[src/rtl/rr_encoder_n_to_logn_pkg.sv]
// Shared memory-path types: encoder FSM states and the index-width helper
// used by both the one-hot decoder and the round-robin encoder.
package memory_pkg;

  typedef enum logic {
    IDLE = 1'b0,
    EMIT = 1'b1
  } enc_state_t;

  // Index width for an n-line vector; never narrower than one bit.
  function automatic int unsigned enc_idx_w(input int unsigned n);
    return (n <= 2) ? 1 : $clog2(n);
  endfunction

endpackage

[src/rtl/rr_encoder_n_to_logn_if.sv]
// Handshake bundle between a request-vector producer, the encoder and the
// index consumer; master drives the vector and out_ready, slave is the encoder.
interface rr_encoder_n_to_logn_if
  import memory_pkg::*;
#(
  parameter int N = 8
);
  localparam int W = enc_idx_w(N);

  logic [N-1:0] in_vec;
  logic         in_valid;
  logic         in_ready;
  logic [W-1:0] out_index;
  logic [N-1:0] out_onehot;
  logic         out_last;
  logic         out_valid;
  logic         out_ready;

  modport master (
    output in_vec, in_valid, out_ready,
    input  in_ready, out_index, out_onehot, out_last, out_valid
  );

  modport slave (
    input  in_vec, in_valid, out_ready,
    output in_ready, out_index, out_onehot, out_last, out_valid
  );

endinterface

[src/rtl/rr_encoder_n_to_logn_first_set.sv]
// Wrap-around find-first-set: first set bit of vec at or above start,
// wrapping from N-1 to 0; also flags a vector with exactly one bit set.
module rr_first_set
  import memory_pkg::*;
#(
  parameter int N = 8,
  parameter int W = enc_idx_w(N)
) (
  input  logic [N-1:0] vec,
  input  logic [W-1:0] start,
  output logic [W-1:0] idx,
  output logic         found,
  output logic         only_one
);

  logic [W-1:0] pos;

  // Explicit wrap at N-1 keeps non-power-of-two N from visiting dead indices.
  always_comb begin
    idx   = '0;
    found = 1'b0;
    pos   = start;
    for (int i = 0; i < N; i++) begin
      if (!found && vec[pos]) begin
        idx   = pos;
        found = 1'b1;
      end
      pos = (pos == W'(N - 1)) ? '0 : pos + 1'b1;
    end
  end

  assign only_one = (vec != '0) && ((vec & (vec - 1'b1)) == '0);

endmodule

[src/rtl/rr_encoder_n_to_logn.sv]
// Serialises a multi-hot request vector into binary indices, one per handshake.
// ENC_ROUND_ROBIN_EN: scan pointer advances past each emitted index and persists.
//
// state | meaning
// IDLE  | in_ready=1, waiting for a non-zero vector
// EMIT  | presenting the next set bit of the held vector
module rr_encoder_n_to_logn
  import memory_pkg::*;
#(
  parameter int N = 8
) (
  input  logic                   clk,
  input  logic                   rst,
  rr_encoder_n_to_logn_if.slave  bus
);

  localparam int W = enc_idx_w(N);
  localparam logic [N-1:0] ONE = N'(1);

  enc_state_t   state_q, state_d;
  logic [N-1:0] vec_q, vec_d;
  logic [W-1:0] ptr_q, ptr_d;
  logic         in_ready_q, in_ready_d;

  logic [W-1:0] fs_idx;
  logic         fs_found;
  logic         fs_only_one;
  logic         emit;

  rr_first_set #(.N(N), .W(W)) u_first_set (
    .vec      (vec_q),
    .start    (ptr_q),
    .idx      (fs_idx),
    .found    (fs_found),
    .only_one (fs_only_one)
  );

  assign emit           = (state_q == EMIT) && fs_found;
  assign bus.in_ready   = in_ready_q;
  assign bus.out_valid  = emit;
  assign bus.out_index  = emit ? fs_idx : '0;
  assign bus.out_onehot = emit ? (ONE << fs_idx) : '0;
  assign bus.out_last   = emit && fs_only_one;

  always_comb begin
    state_d    = state_q;
    vec_d      = vec_q;
    ptr_d      = ptr_q;
    in_ready_d = in_ready_q;
    unique case (state_q)
      IDLE: begin
        // An all-zero vector is accepted and dropped without leaving IDLE.
        if (bus.in_valid && in_ready_q && (bus.in_vec != '0)) begin
          vec_d      = bus.in_vec;
          state_d    = EMIT;
          in_ready_d = 1'b0;
        end
      end
      EMIT: begin
        if (emit && bus.out_ready) begin
          vec_d = vec_q & ~(ONE << fs_idx);
`ifdef ENC_ROUND_ROBIN_EN
          ptr_d = (fs_idx == W'(N - 1)) ? '0 : fs_idx + 1'b1;
`else
          ptr_d = '0;
`endif
          if (fs_only_one) begin
            state_d    = IDLE;
            in_ready_d = 1'b1;
          end
        end
      end
      default: begin
        state_d    = IDLE;
        in_ready_d = 1'b1;
      end
    endcase
  end

  always_ff @(posedge clk) begin
    if (rst) begin
      state_q    <= IDLE;
      vec_q      <= '0;
      ptr_q      <= '0;
      in_ready_q <= 1'b1;
    end else begin
      state_q    <= state_d;
      vec_q      <= vec_d;
      ptr_q      <= ptr_d;
      in_ready_q <= in_ready_d;
    end
  end

endmodule

[src/flat_wrapper.sv]
// flat-port wrapper written by rule: the top's interface ports become plain ports
module rr_encoder_n_to_logn_flat import memory_pkg::*;
#(
  parameter int N = 8
)
  (clk, rst, bus_in_vec, bus_in_valid, bus_out_ready, bus_in_ready, bus_out_index, bus_out_onehot, bus_out_last, bus_out_valid);
  rr_encoder_n_to_logn_if #(.N(N)) bus_i ();
  input  logic clk;
  input  logic rst;
  input wire logic [$bits(bus_i.in_vec)-1:0] bus_in_vec;
  input wire logic [$bits(bus_i.in_valid)-1:0] bus_in_valid;
  input wire logic [$bits(bus_i.out_ready)-1:0] bus_out_ready;
  output wire logic [$bits(bus_i.in_ready)-1:0] bus_in_ready;
  output wire logic [$bits(bus_i.out_index)-1:0] bus_out_index;
  output wire logic [$bits(bus_i.out_onehot)-1:0] bus_out_onehot;
  output wire logic [$bits(bus_i.out_last)-1:0] bus_out_last;
  output wire logic [$bits(bus_i.out_valid)-1:0] bus_out_valid;
  assign bus_i.in_vec = bus_in_vec;
  assign bus_i.in_valid = bus_in_valid;
  assign bus_i.out_ready = bus_out_ready;
  assign bus_in_ready = bus_i.in_ready;
  assign bus_out_index = bus_i.out_index;
  assign bus_out_onehot = bus_i.out_onehot;
  assign bus_out_last = bus_i.out_last;
  assign bus_out_valid = bus_i.out_valid;
  rr_encoder_n_to_logn #(.N(N)) u_core (.clk(clk), .rst(rst), .bus(bus_i));
endmodule
[config.mk]
export PLATFORM = sky130hd
export DESIGN_NAME = rr_encoder_n_to_logn_flat
export DESIGN_NICKNAME = d
export VERILOG_FILES = /design/src/rtl/rr_encoder_n_to_logn_pkg.sv /design/src/rtl/rr_encoder_n_to_logn_if.sv /design/src/rtl/rr_encoder_n_to_logn_first_set.sv /design/src/rtl/rr_encoder_n_to_logn.sv /design/src/flat_wrapper.sv
export SDC_FILE = /design/constraint.sdc
export NUM_CORES = 1
export LEC_CHECK = 0
export BUFFER_PORTS_ARGS = -buffer_cell sky130_fd_sc_hd__clkbuf_2
export CAP_MARGIN = 20
export CORE_UTILIZATION = 50
export DETAILED_ROUTE_END_ITERATION = 10
export PLACE_DENSITY = 0.71
export SETUP_SLACK_MARGIN = 0.02
export SLEW_MARGIN = 5
export SYNTH_ARGS = -nofsm -noshare
export SYNTH_HDL_FRONTEND = slang
export SYNTH_HIERARCHICAL = 1
export SYNTH_SLANG_ARGS = --single-unit
[constraint.sdc]
create_clock -name clk -period 8.4 [get_ports clk]
set_input_delay 1.68 -clock clk [delete_from_list [all_inputs] [get_ports clk]]
set_output_delay 1.68 -clock clk [all_outputs]
set_load 0.05 [all_outputs]
==> run metrics, run 1 <==
Die Footprint=0.00376 mm^2; per-cell routed wire length=15.8 um; total CTS buffers=3; core outline area=0.00336 mm^2; Resized Gates After CTS=0; status=completed; area share of the leading cell type in the synthesized netlist=11.4%; final RePlAce weighted congestion=0.875; Max Slew Vio Count=0; CTS max path bufs=2; Ports=26; max cap viols=0; DRC=0; Port Buffers=25; Remaining Overflow, GRT=0; Critical Path RT=6.72 ns; CTS root buf=clkbuf_4; Finished Cell Area=0.00192 mm^2; final wirelength=4400 um; WHS=0.588 ns; Reg area=200 um^2; Critical Path Start Type=flip-flop; Rows=21; dominant cell type by area after synthesis=dfxtp_1; Area contributors post-synth=dfxtp_1 (11%), mux2i_1 (8.5%), mux4_2 (7.7%); CTS tree=yes; Clk Latency, worst-skew pair=0.26 ns; die extent in y=61.3 um; synth warn=6; vias in the first global route=1,359; Initial DRC Count=148; RSZ-0062 raised after global routing=false; crit-path max FO=11; Async S/R FF share, synth=0%; crit end category=output pin; final setup margin=3.45 ns; Seq cells post-synth=10; multi-input logic area=0.00147 mm^2; drt first pass iters=4; fin crit share=58.9%; most frequent cells in the layout=clkbuf_2 (25), nand2_1 (19), mux2i_1 (15); dpl cell area=0.00188 mm^2; Worst Hold Class=reg -> reg; first-pass GRT wire length=6800 um; critical path class=reg -> out; gr usage total=24.2%; largest net degree at the start of global routing=20; post-route ant nets=0; initial core utilization=52.3%; Syn Area/Cell=8.34 um^2; layout cells sized above 1=20.3%; Post-synth EDFFs=0; leakage=0.794 nW; synthesized area=0.00176 mm^2; Post-CTS Setup Bufs=0; Tmin final=4.95 ns; worst slack at placement=3.75 ns; Final Power=0.370 mW; achievable frequency=202 MHz; Post-DP HPWL=3410 um; Relative slew margins=44.2%; initial antenna violation count=0; commonest non-fill, non-tap cell in the layout=clkbuf_2; Power Density=193 mW/mm^2; Fin Setup TNS=0 ns; Fill cells=316; Slew @ Worst Pin=0.834 ns; Gate Count Post-Synth=211; top_reg_cell synth=dfxtp_1; sequential-to-total area share from yosys stat=11.4%; Fin. Hold Viols=0; crit path DAT=3.27 ns; clk sinks=10; vias post-DR=1,742; clk_skew=0.00971 ns; hold_buf cts=0; area grow syn2layout=9.03%; library cells used by synthesis=62; CTS H-tree lvls=1; worst vdd rail ir drop=0.137 mV; Final setup viols=0; Clock transition at path regs=0.07 ns; Die W=61.3 um; via-per-instance ratio=6.27; Layout Nets=249; diode count=0
report_power, final:
group / internal, mW / total (mW) / switching (mW) / leakage, nW
combinational: 0.0979 / 0.253 / 0.155 / 0.690
clock: 0.0262 / 0.0413 / 0.0150 / 0.0210
sequential: 0.0550 / 0.0753 / 0.0202 / 0.0830
metal layers:
layer / track usage [%] / routed length, um / up-vias
met5: 0 / 0 / -
met4: 5.08 / 89 / 0
met2: 34.8 / 1910 / 60
met3: 3.99 / 275 / 10
met1: 37.7 / 2130 / 809
li1: - / - / 863
final timing paths:
path	startpoint	end	slack, ns	cells after the start
hold / removal	u_core/bus.in_ready	u_core/bus.in_ready	0.59	1
hold reg to reg	u_core/bus.in_ready	u_core/bus.in_ready	0.59	1
setup / recovery	u_core/vec_q[0]	bus_out_onehot[1]	3.45	9
setup reg to reg	u_core/vec_q[0]	u_core/vec_q[3]	5.34	9
synth_stat cells, drive strengths merged (4+ instances only):
cell type and count:
buf 8, nand2 19, clkbuf 7, a21oi 4, a211oi 4, ha 4
o22ai 8, a21boi 4, mux4 8, o21ai 5, dfxtp 10, nand3 7
nor2 12, nor4 5, and3 4, nand2b 14, nor3 6, o32ai 4
inv 8, a32oi 8, mux2i 15
flip-flops by register name, indices dropped and copies added, names as in the netlist:
signal,cells
u_core/state_q,1
u_core/bus.in_ready,1
u_core/vec_q,8
metrics by stage:
stage / utilization, % / cells
2_1_floorplan: - / 218
3_3_place_gp: 56.0 / 274
3_5_place_dp: 56.0 / 274
4_1_cts: 57.1 / 278
5_1_grt: 57.1 / 278
6_report: 57.1 / 278
cell families after synthesis:
family	after synthesis	share of synthesized area [%]
compound gates	62	27.9
buf+inv	24	6.82
other cells	1	0.213
mux	25	20.5
flops	10	11.4
fa+ha+maj	5	3.41
xor+xnor	5	3.55
simple gates	79	26.2
worst max-delay path, stage by stage, from the launching register on:
cell	delay [ns]
dfxtp_1	0.41
mux4_2	0.51
nor2_1	0.12
or3_1	0.18
and3_1	0.22
nand3_1	0.10
o32ai_1	0.76
nand2b_1	0.24
nor3_1	0.18
clkbuf_2	0.30
area by class of cell:
class | instances | area share, %
flip-flops and latches | 10 | 10.4
inverters | 9 | 1.76
repair buffers | 25 | 6.52
clock buffers | 4 | 1.89
well taps | 46 | 3.00
multi-input cells | 184 | 76.4
(Power assumes the default switching activity.)
==> run 2: changes to the inputs <==
--- a/config.mk
+++ b/config.mk
@@ -9,7 +9,7 @@
 export CAP_MARGIN = 20
 export CORE_UTILIZATION = 50
 export DETAILED_ROUTE_END_ITERATION = 10
-export PLACE_DENSITY = 0.71
+export PLACE_DENSITY = 0.74
 export SETUP_SLACK_MARGIN = 0.02
 export SLEW_MARGIN = 5
 export SYNTH_ARGS = -nofsm -noshare
==> constraint.sdc (replaced) <==
create_clock -name clk -period 4.1 [get_ports clk]
set_input_delay 0.82 -clock clk [delete_from_list [all_inputs] [get_ports clk]]
set_output_delay 0.82 -clock clk [all_outputs]
set_load 0.05 [all_outputs]
==> run 2 against run 1 <==
  * Total power rose by 110%
  * Clock-buffer cell count did not move
  * Clock skew decreased by 0.0088 ns
  * Largest cell class unchanged
  * Wire length rose by 8.5%
  * Global-route usage is 2.4 points higher
  * Utilization rose by 2.0 points
  * Critical path depth fell by 1
==> run metrics, run 2 (synthesis results as in run 1) <==
CTS tree=yes; largest net degree at the start of global routing=20; diode count=0; most frequent cells in the layout=clkbuf_2 (25), nand2_1 (19), mux2i_1 (15); Clock transition at path regs=0.06 ns; Resized Gates After CTS=0; RSZ-0062 raised after global routing=false; initial core utilization=52.3%; Crit. Startpoint=u_core/vec_q[3]; crit end category=output pin; drt first pass iters=4; Critical Path RT=3.28 ns; Final setup viols=0; Max Slew Vio Count=0; clk_skew=0.000933 ns; Worst Hold Class=reg -> reg; Pint=0.382 mW; area grow syn2layout=12.9%; Reg power frac=17.4%; Relative slew margins=58.9%; worst vdd rail ir drop=0.192 mV; CTS root buf=clkbuf_4; final RePlAce weighted congestion=0.917; R2R depth=9; post-route ant nets=0; Critical Path Start Type=flip-flop; setup slack, reg-to-reg=1.33 ns; Fin. Hold Viols=0; layout cells sized above 1=24.1%; max reg flops=8; achievable frequency=264 MHz; vias post-DR=1,812; per-cell routed wire length=16.9 um; DRC=0; Slew @ Worst Pin=0.616 ns; WHS=0.586 ns; commonest non-fill, non-tap cell in the layout=clkbuf_2; sw frac=51.9%; crit-path max FO=11; core outline area=0.00336 mm^2; initial antenna violation count=0; total CTS buffers=3; Worst Hold Path EP=u_core/bus.in_ready; Initial DRC Count=148; fin crit share=92.4%; RR Endpoint=u_core/vec_q[4]; Post-DP HPWL=3730 um; max cap viols=0; via-per-instance ratio=6.40; final wirelength=4780 um; Post-CTS Setup Bufs=0; gr usage total=26.6%; Top reg by flops=u_core/vec_q; vias in the first global route=1,529; Remaining Overflow, GRT=0; Layout Nets=254; clock share of power=10.9%; Fin Setup TNS=0 ns; Final Util=59.1%; Final Power=0.793 mW; Ports=26; Tmin final=3.79 ns; die extent in y=61.3 um; Die Footprint=0.00376 mm^2; worst r2r src=u_core/vec_q[0]; crit path DAT=2.97 ns; Finished Cell Area=0.00199 mm^2; status=completed; Rows=21; leakage=0.824 nW; clk sinks=10; Fill cells=315; Clk Latency, worst-skew pair=0.26 ns; CTS max path bufs=2; startpoint of the worst hold path=u_core/bus.in_ready; CTS H-tree lvls=1; Power Density=399 mW/mm^2; hold_buf cts=0; Comb power frac=71.7%; dpl cell area=0.00194 mm^2; first-pass GRT wire length=7390 um; Port Buffers=25; critical path class=reg -> out; Net Switching=0.411 mW; Die W=61.3 um; hold-critical path depth=1
-- run 2: cell types whose count changed in the layout (fill, tap and decap cells not counted), sizes merged --
| cell | previous run | this run |
|---|---|---|
| buf | 0 | 5 |
-- run 2: critical path, cell delays in order (launching register included) --
cell      delay (ns)
dfxtp_1         0.53
a21boi_0        0.22
mux4_1          0.68
nand2_1         0.13
nor4_1          0.06
a31oi_2         0.37
nand2b_1        0.21
nor3_1          0.17
clkbuf_2        0.31
-- run 2: how the worst max path moves through the flow --
| stage | endpoint | slack, ns | depth (start not counted) |
|---|---|---|---|
| 2_1_floorplan | bus_out_onehot[4] | 0.08 | 9 |
| 3_3_place_gp | bus_out_onehot[2] | 0.50 | 8 |
| 3_5_place_dp | bus_out_onehot[1] | 0.43 | 9 |
| 4_1_cts | bus_out_onehot[3] | 0.14 | 9 |
| 5_1_grt | bus_out_onehot[4] | 0.03 | 9 |
| 6_report | bus_out_onehot[2] | 0.31 | 8 |
-- run 2: area by class of cell --
type | instances | area [um^2] | area share, %
multi-input cells | 184 | 1500 | 75.3
repair buffers | 30 | 163 | 8.19
inverters | 9 | 33.8 | 1.70
well taps | 46 | 57.6 | 2.90
clock buffers | 4 | 36.3 | 1.83
flip-flops and latches | 10 | 200 | 10.1
-- run 2: metrics by stage --
| stage | setup slack (ns) | instances |
|---|---|---|
| finish | 0.313 | 283 |
| global route | 0.0261 | 283 |
| CTS | 0.142 | 283 |
| detailed placement | 0.432 | 279 |
| global placement | 0.497 | 279 |
| floorplan | 0.0766 | 218 |
-- run 2: power by group through the flow --
stage | Clock [mW] | Sequential, mW | Combinational, mW
after floorplan | 0 | 0.131 | 0.441
after global placement | 0 | 0.140 | 0.531
after detailed placement | 0 | 0.140 | 0.534
after CTS | 0.0889 | 0.138 | 0.535
after global routing | 0.0946 | 0.141 | 0.612
final | 0.0862 | 0.138 | 0.569
-- run 2: per-layer routing --
metal | GRT usage [%] | share of wire, % | vias up
li1 | - | - | 877
met4 | 6.98 | 0.84 | 0
met1 | 37.9 | 46 | 873
met3 | 5.67 | 5.4 | 6
met2 | 40.8 | 48 | 56
met5 | 0 | 0 | -
